`src/rtl/csub_pipe.sv`:
```
// Two-stage pipelined complex subtractor p = a - b with valid/ready on both sides.
// Optional clamping to the input range and a sat flag are enabled by defining CSUB_SAT_EN.
module csub_pipe #(
  parameter int W  = 8,
  parameter int AW = 9
) (
  input  logic                 clk,
  input  logic                 rst,
  input  logic                 in_valid,
  output logic                 in_ready,
  input  logic signed [W-1:0]  ar,
  input  logic signed [W-1:0]  ai,
  input  logic signed [W-1:0]  br,
  input  logic signed [W-1:0]  bi,
  output logic                 out_valid,
  input  logic                 out_ready,
  output logic signed [AW-1:0] pr,
`ifdef CSUB_SAT_EN
  output logic signed [AW-1:0] pi,
  output logic                 sat
`else
  output logic signed [AW-1:0] pi
`endif
);

  logic                 s1_v, s2_v;
  logic                 s1_ld, s2_ld;
  logic signed [W-1:0]  s1_ar, s1_ai, s1_br, s1_bi;
  logic signed [AW-1:0] dr, di;
  logic signed [AW-1:0] res_r, res_i;

  assign s2_ld     = !s2_v | out_ready;
  assign s1_ld     = !s1_v | s2_ld;
  assign in_ready  = s1_ld;
  assign out_valid = s2_v;

  // Size casts of signed operands sign-extend before the subtraction.
  assign dr = AW'(s1_ar) - AW'(s1_br);
  assign di = AW'(s1_ai) - AW'(s1_bi);

`ifdef CSUB_SAT_EN
  localparam int XW = AW - W + 1;
  logic ovf_r, ovf_i;

  // Overflow when the bits above the input sign position disagree with the result sign.
  always_comb begin
    ovf_r = dr[AW-1:W-1] != {XW{dr[AW-1]}};
    ovf_i = di[AW-1:W-1] != {XW{di[AW-1]}};
    res_r = dr;
    res_i = di;
    if (ovf_r) res_r = {{XW{dr[AW-1]}}, {(W-1){~dr[AW-1]}}};
    if (ovf_i) res_i = {{XW{di[AW-1]}}, {(W-1){~di[AW-1]}}};
  end
`else
  assign res_r = dr;
  assign res_i = di;
`endif

  always_ff @(posedge clk) begin
    if (rst) begin
      s1_v  <= 1'b0;
      s2_v  <= 1'b0;
      s1_ar <= '0;
      s1_ai <= '0;
      s1_br <= '0;
      s1_bi <= '0;
      pr    <= '0;
      pi    <= '0;
`ifdef CSUB_SAT_EN
      sat   <= 1'b0;
`endif
    end else begin
      if (s1_ld) begin
        s1_v  <= in_valid;
        s1_ar <= ar;
        s1_ai <= ai;
        s1_br <= br;
        s1_bi <= bi;
      end
      if (s2_ld) begin
        s2_v <= s1_v;
        pr   <= res_r;
        pi   <= res_i;
`ifdef CSUB_SAT_EN
        sat  <= ovf_r | ovf_i;
`endif
      end
    end
  end

endmodule

```
`config.mk`:
```
export PLATFORM = sky130hd
export DESIGN_NAME = csub_pipe
export DESIGN_NICKNAME = d
export VERILOG_FILES = /design/src/rtl/csub_pipe.sv
export SDC_FILE = /design/constraint.sdc
export NUM_CORES = 1
export LEC_CHECK = 0
export CAP_MARGIN = 40
export CORE_AREA = 2 2 75 77
export CTS_CLUSTER_DIAMETER = 40
export DETAILED_ROUTE_END_ITERATION = 8
export DIE_AREA = 0 0 77 79
export PLACE_DENSITY = 0.77
export SLEW_MARGIN = 5
export SYNTH_ARGS = -nofsm -noshare
export SYNTH_HDL_FRONTEND = slang
export SYNTH_SLANG_ARGS = --single-unit
export TNS_END_PERCENT = 5
```
`constraint.sdc`:
```
create_clock -name clk -period 4 [get_ports clk]
set_input_delay 1 -clock clk [delete_from_list [all_inputs] [get_ports clk]]
set_output_delay 1 -clock clk [all_outputs]
set_load 0.05 [all_outputs]
```
# After elaboration in Yosys (flattened, before gate mapping)
# Cells that the tools add are included.
op_classes:
  n_reduce_logical: 2
  addsub: 2
  n_bitwise: 2
op_table:
  columns: ["operator", "count"]
  rows:
  - ["$sub A8 B8 Y9", 2]
  - ["$logic_not A1 Y1", 2]
  - ["$or A1 B1 Y1", 2]
word_totals:
  in_bits: 36
  word_cells: 14
  out_inout_bits: 20
  regBits: 52

# Longest topological paths before layout
depth:
  ltp_word: 3
  ltp_mapped: 8
  mapped_depth_nobuf: 8

# Worst setup path after synthesis
# OpenSTA, ideal clock, no wires.
synth_timing:
  kind: "input -> output"
  startpoint: "in out_ready"
  endpoint: "out in_ready"
  required_ns: 3.000
  arrival_ns: 1.783
  path_slack_ns: 1.217
  stages: 6
  n_path_buf: 3
  path_cell_list: "nor2b_1 clkbuf_2 and2_1 buf_2 clkinv_2 buf_6"
synth_via:
  elab_chain_cells: 2
synth_lines:
  columns: ["item", "line", "rtl"]
  rows:
  - ["from (decl)", "16", "input logic out_ready,"]
  - ["$or A1 B1 Y1", "32", "assign s2_ld = !s2_v | out_ready;"]
  - ["$or A1 B1 Y1", "33", "assign s1_ld = !s1_v | s2_ld;"]
  - ["to (decl)", "10", "output logic in_ready,"]
# Every way passes these cells.

# Worst setup path after layout
# Same ends and word-level chain as after synthesis.

==> impl_metrics.yaml <==
run_status:
  outcome: "finished, final reports clean"
die:
  dieArea_um2: 6080
  ios: 56
  placeableCoreArea_um2: 5340
  chipHeight_um: 79
  initial_core_utilization: 0.476
  std_cell_rows: 27
  dieWidth_um: 77
finish:
  nFillCells: 510
  areaGrowthSynthToFinish_pct: 25.7
  final_layout_size_suffix_gt1_frac: 0.0471
  num_antenna_cells: 0
  design.final.nets: 415
logic_synthesis:
  synth_fp_nets: 367
  synth_top_family_by_area: "simple AND/OR/NAND/NOR gates"
  post_synthesis_xor_xnor_area_fraction: 0.00689
  syn-instance-count: 313
  synth_compound_area_frac: 0.191
  post_synth_num_cell_types: 45
  post_synth_and_or_nand_nor_area_fraction: 0.210
  synth-seq-area-share: 0.409
  synth-warning-count: 0
  synthesis.area_per_instance_um2: 8.12
  async_flop_share: 0
  syn_area_um2: 2540
  synth_flop_cell: "dfxtp_1"
  synthAdderAreaFrac: 0.0945
  postSynthRegisterBits: 52
  synth_enable_flop_cells: 0
  synth_mux_area_frac: 0.0118
setup_path:
  worst_setup_path_startpoint: "out_ready"
  rr_worst_depth: 7
  crit_fanout: 2
  critPathRequiredTime_ps: 3000
  path_class: "primary input to output pin"
  end_point_of_the_critical_path: "in_ready"
  worst_r2r_endpoint: "pr[7]"
  type_of_origin_of_the_critical_path: "primary input"
  cp_cell_sequence: "clkdlybuf4s50_1 > nor2b_2 > and2_1 > clkinv_2 > buf_4"
  critical-path-slowest-cell: "clkdlybuf4s50_1"
  critPathMaxStageDelay_ps: 430
  worst-path-stages: 5
  worst_r2r_startpoint: "s1_br[1]"
  path_buf_inv: 3
  critical_path_arrival_ps: 2050
  worst_setup_path_end_kind: "output pin"
  critical_path.top_delay_family: "buffers and inverters"
  worst-r2r-setup-slack_ps: 2060
clock_tree:
  post-cts-setup-buffers: 0
  clkSlewWorstSetupHoldPaths_ps: 90
  clock-root-buffer: "clkbuf_8"
  clock_latency_on_the_worst_skew_pair_ps: 300
  cts-buffers-inserted: 5
  clock_tree.htree_level_count: 2
  cts.sink_count: 52
  cts_hold_bufs: 0
  post_cts.resized_instances: 0
  cts_buffer_depth: 2
  cts_tree: "done"
detailed_routing:
  route.vias.total: 2213
  drt-pass1-iter-count: 4
  drt_wl_total_mm: 5.32
  post-route-drc-count: 0
  drt-vias-per-instance: 5.11
  wl_per_cell_um: 12.3
  final_antenna_net_count: 0
  drt_iter0_markers: 184
sta:
  fin_worst_skew_ps: 3.98
  worst_pin_slew_ps: 556
  setup_tns_ps: 0
  setup_viol: 0
  rsz0062_at_grt: "no"
  finalCritPeriodShare: 0.763
  finalCriticalPeriod_ps: 3050
  worst_max_slew_margin_expressed_relative_to_the_limit: 0.629
  report.final.hold_viol_count: 0
  slew_violations: 0
  maxClockFrequency_mhz: 328
  setup_slack_ps: 949
worst_hold_path:
  timing.hold.worst.start: "s1_bi[7]"
  hold-path-cell-count: 2
  worst_hold_path_type: "flop to flop"
place:
  buffer_ports.inserted: 55
  routabilityCongestion: 0.856
  post-dp-hpwl_mm: 3.92
  worst_setup_timing_slack_at_the_placement_stage_ps: 950
pwr:
  vdd_ir_drop_max_mv: 0.184
  p_per_area_nw_per_um2: 381
  power.static_leakage_uw: 0.00134
job:
  timing.max_cap.violations: 0
grt:
  grt_first_pass_wirelength_mm: 9.23
  pin_count_of_the_biggest_net_entering_global_routing: 38
  grt_antenna_before_repair: 0
  vias_in_the_first_global_route: 2107
  grt.total_usage: 0.187
  global_route.overflow_total: 0
## worst min-delay path by stage
stage | end
floorplan | out_valid
global placement | s1_bi[5]
detailed placement | s1_bi[7]
CTS | s1_bi[7]
global route | s1_ar[0]
finish | s1_bi[7]
## tightest hold or removal path, cell delays in order, from the launching register on
cell,delay [ps]
dfxtp_1,320
nand2_1,50
a21oi_1,50
## layer usage
metal / share of wire / up-vias / GRT usage
met3: 0.052 / 7 / 0.0443
met4: 0.016 / 0 / 0.0589
met5: 0 / - / 0
met2: 0.44 / 57 / 0.292
met1: 0.49 / 983 / 0.257
li1: - / 1166 / -
## cells in the final DEF, fill, tap and decap left out, drive strengths merged, types with 2 or more instances in the layout
master	instances
nor4b	5
dfxtp	52
o31ai	2
o22a	2
o31a	2
nand3	7
a32oi	2
nand2	70
buf	6
inv	21
a31oi	3
a21o	4
nor2b	7
o21ai	7
clkbuf	5
a211oi	6
o41ai	2
mux2i	3
a21oi	39
clkinv	3
nor2	15
nor3	8
fa	2
clkdlybuf4s50	53
or4	2
ha	16
o21a	3
## synthesized netlist by cell type, drive strengths merged (2+ instances only)
cell type	number	area share
a31oi	3	0.0074
o22a	2	0.0074
a21oi	39	0.077
o21a	3	0.0089
a21o	4	0.012
o41ai	2	0.0069
nor2	15	0.022
clkinv	2	0.0034
a211oi	6	0.018
fa	2	0.016
a32oi	2	0.0069
dfxtp	52	0.41
buf	11	0.031
o21ai	7	0.014
nor2b	7	0.017
o31a	2	0.0069
nor3	8	0.016
or4	2	0.0059
nand3	7	0.014
nand2	70	0.10
mux2i	3	0.012
clkbuf	7	0.011
inv	21	0.031
nor4b	5	0.017
o31ai	2	0.0059
ha	16	0.079
## state kept, by name, summed over array words and instances (netlist names)
signal     cells
pi             9
pr             9
s1_ai          8
s1_ar          8
s1_bi          8
s1_br          8
out_valid      1
s1_v           1
## cells by family after synthesis
| logic type | after synthesis |
|---|---|
| buffers and inverters | 41 |
| adders and majority gates | 18 |
| muxes | 3 |
| and+or+nand+nor | 119 |
| DFF | 52 |
| AOI/OAI and AO/OA | 78 |
| xor gates and xnor gates | 2 |
## metrics by stage
stage	total power, uW	cells	util	instance area, um^2	hold WS (ps)
after floorplan	828	313	-	2540	432
after global placement	936	425	0.580	3090	440
after detailed placement	945	426	0.583	3110	445
after CTS	1220	433	0.599	3200	457
after global routing	1280	433	0.599	3200	481
final	1220	433	0.599	3200	456
## power breakdown
group          switching (uW)  internal [uW]
Combinational             200            147
Clock                     165            119
Sequential               24.2            562
## final cells by class
class,instances,area (um^2),area share
clock buffer,5,68.8,0.0215
clock inverter,2,12.5,0.00392
inverter,23,87.6,0.0274
multi-input combinational,220,1310,0.410
sequential,52,1040,0.326
tap,72,90.1,0.0282
timing repair buffer,59,586,0.183
No activity file was read; power rests on OpenSTA's default activity.
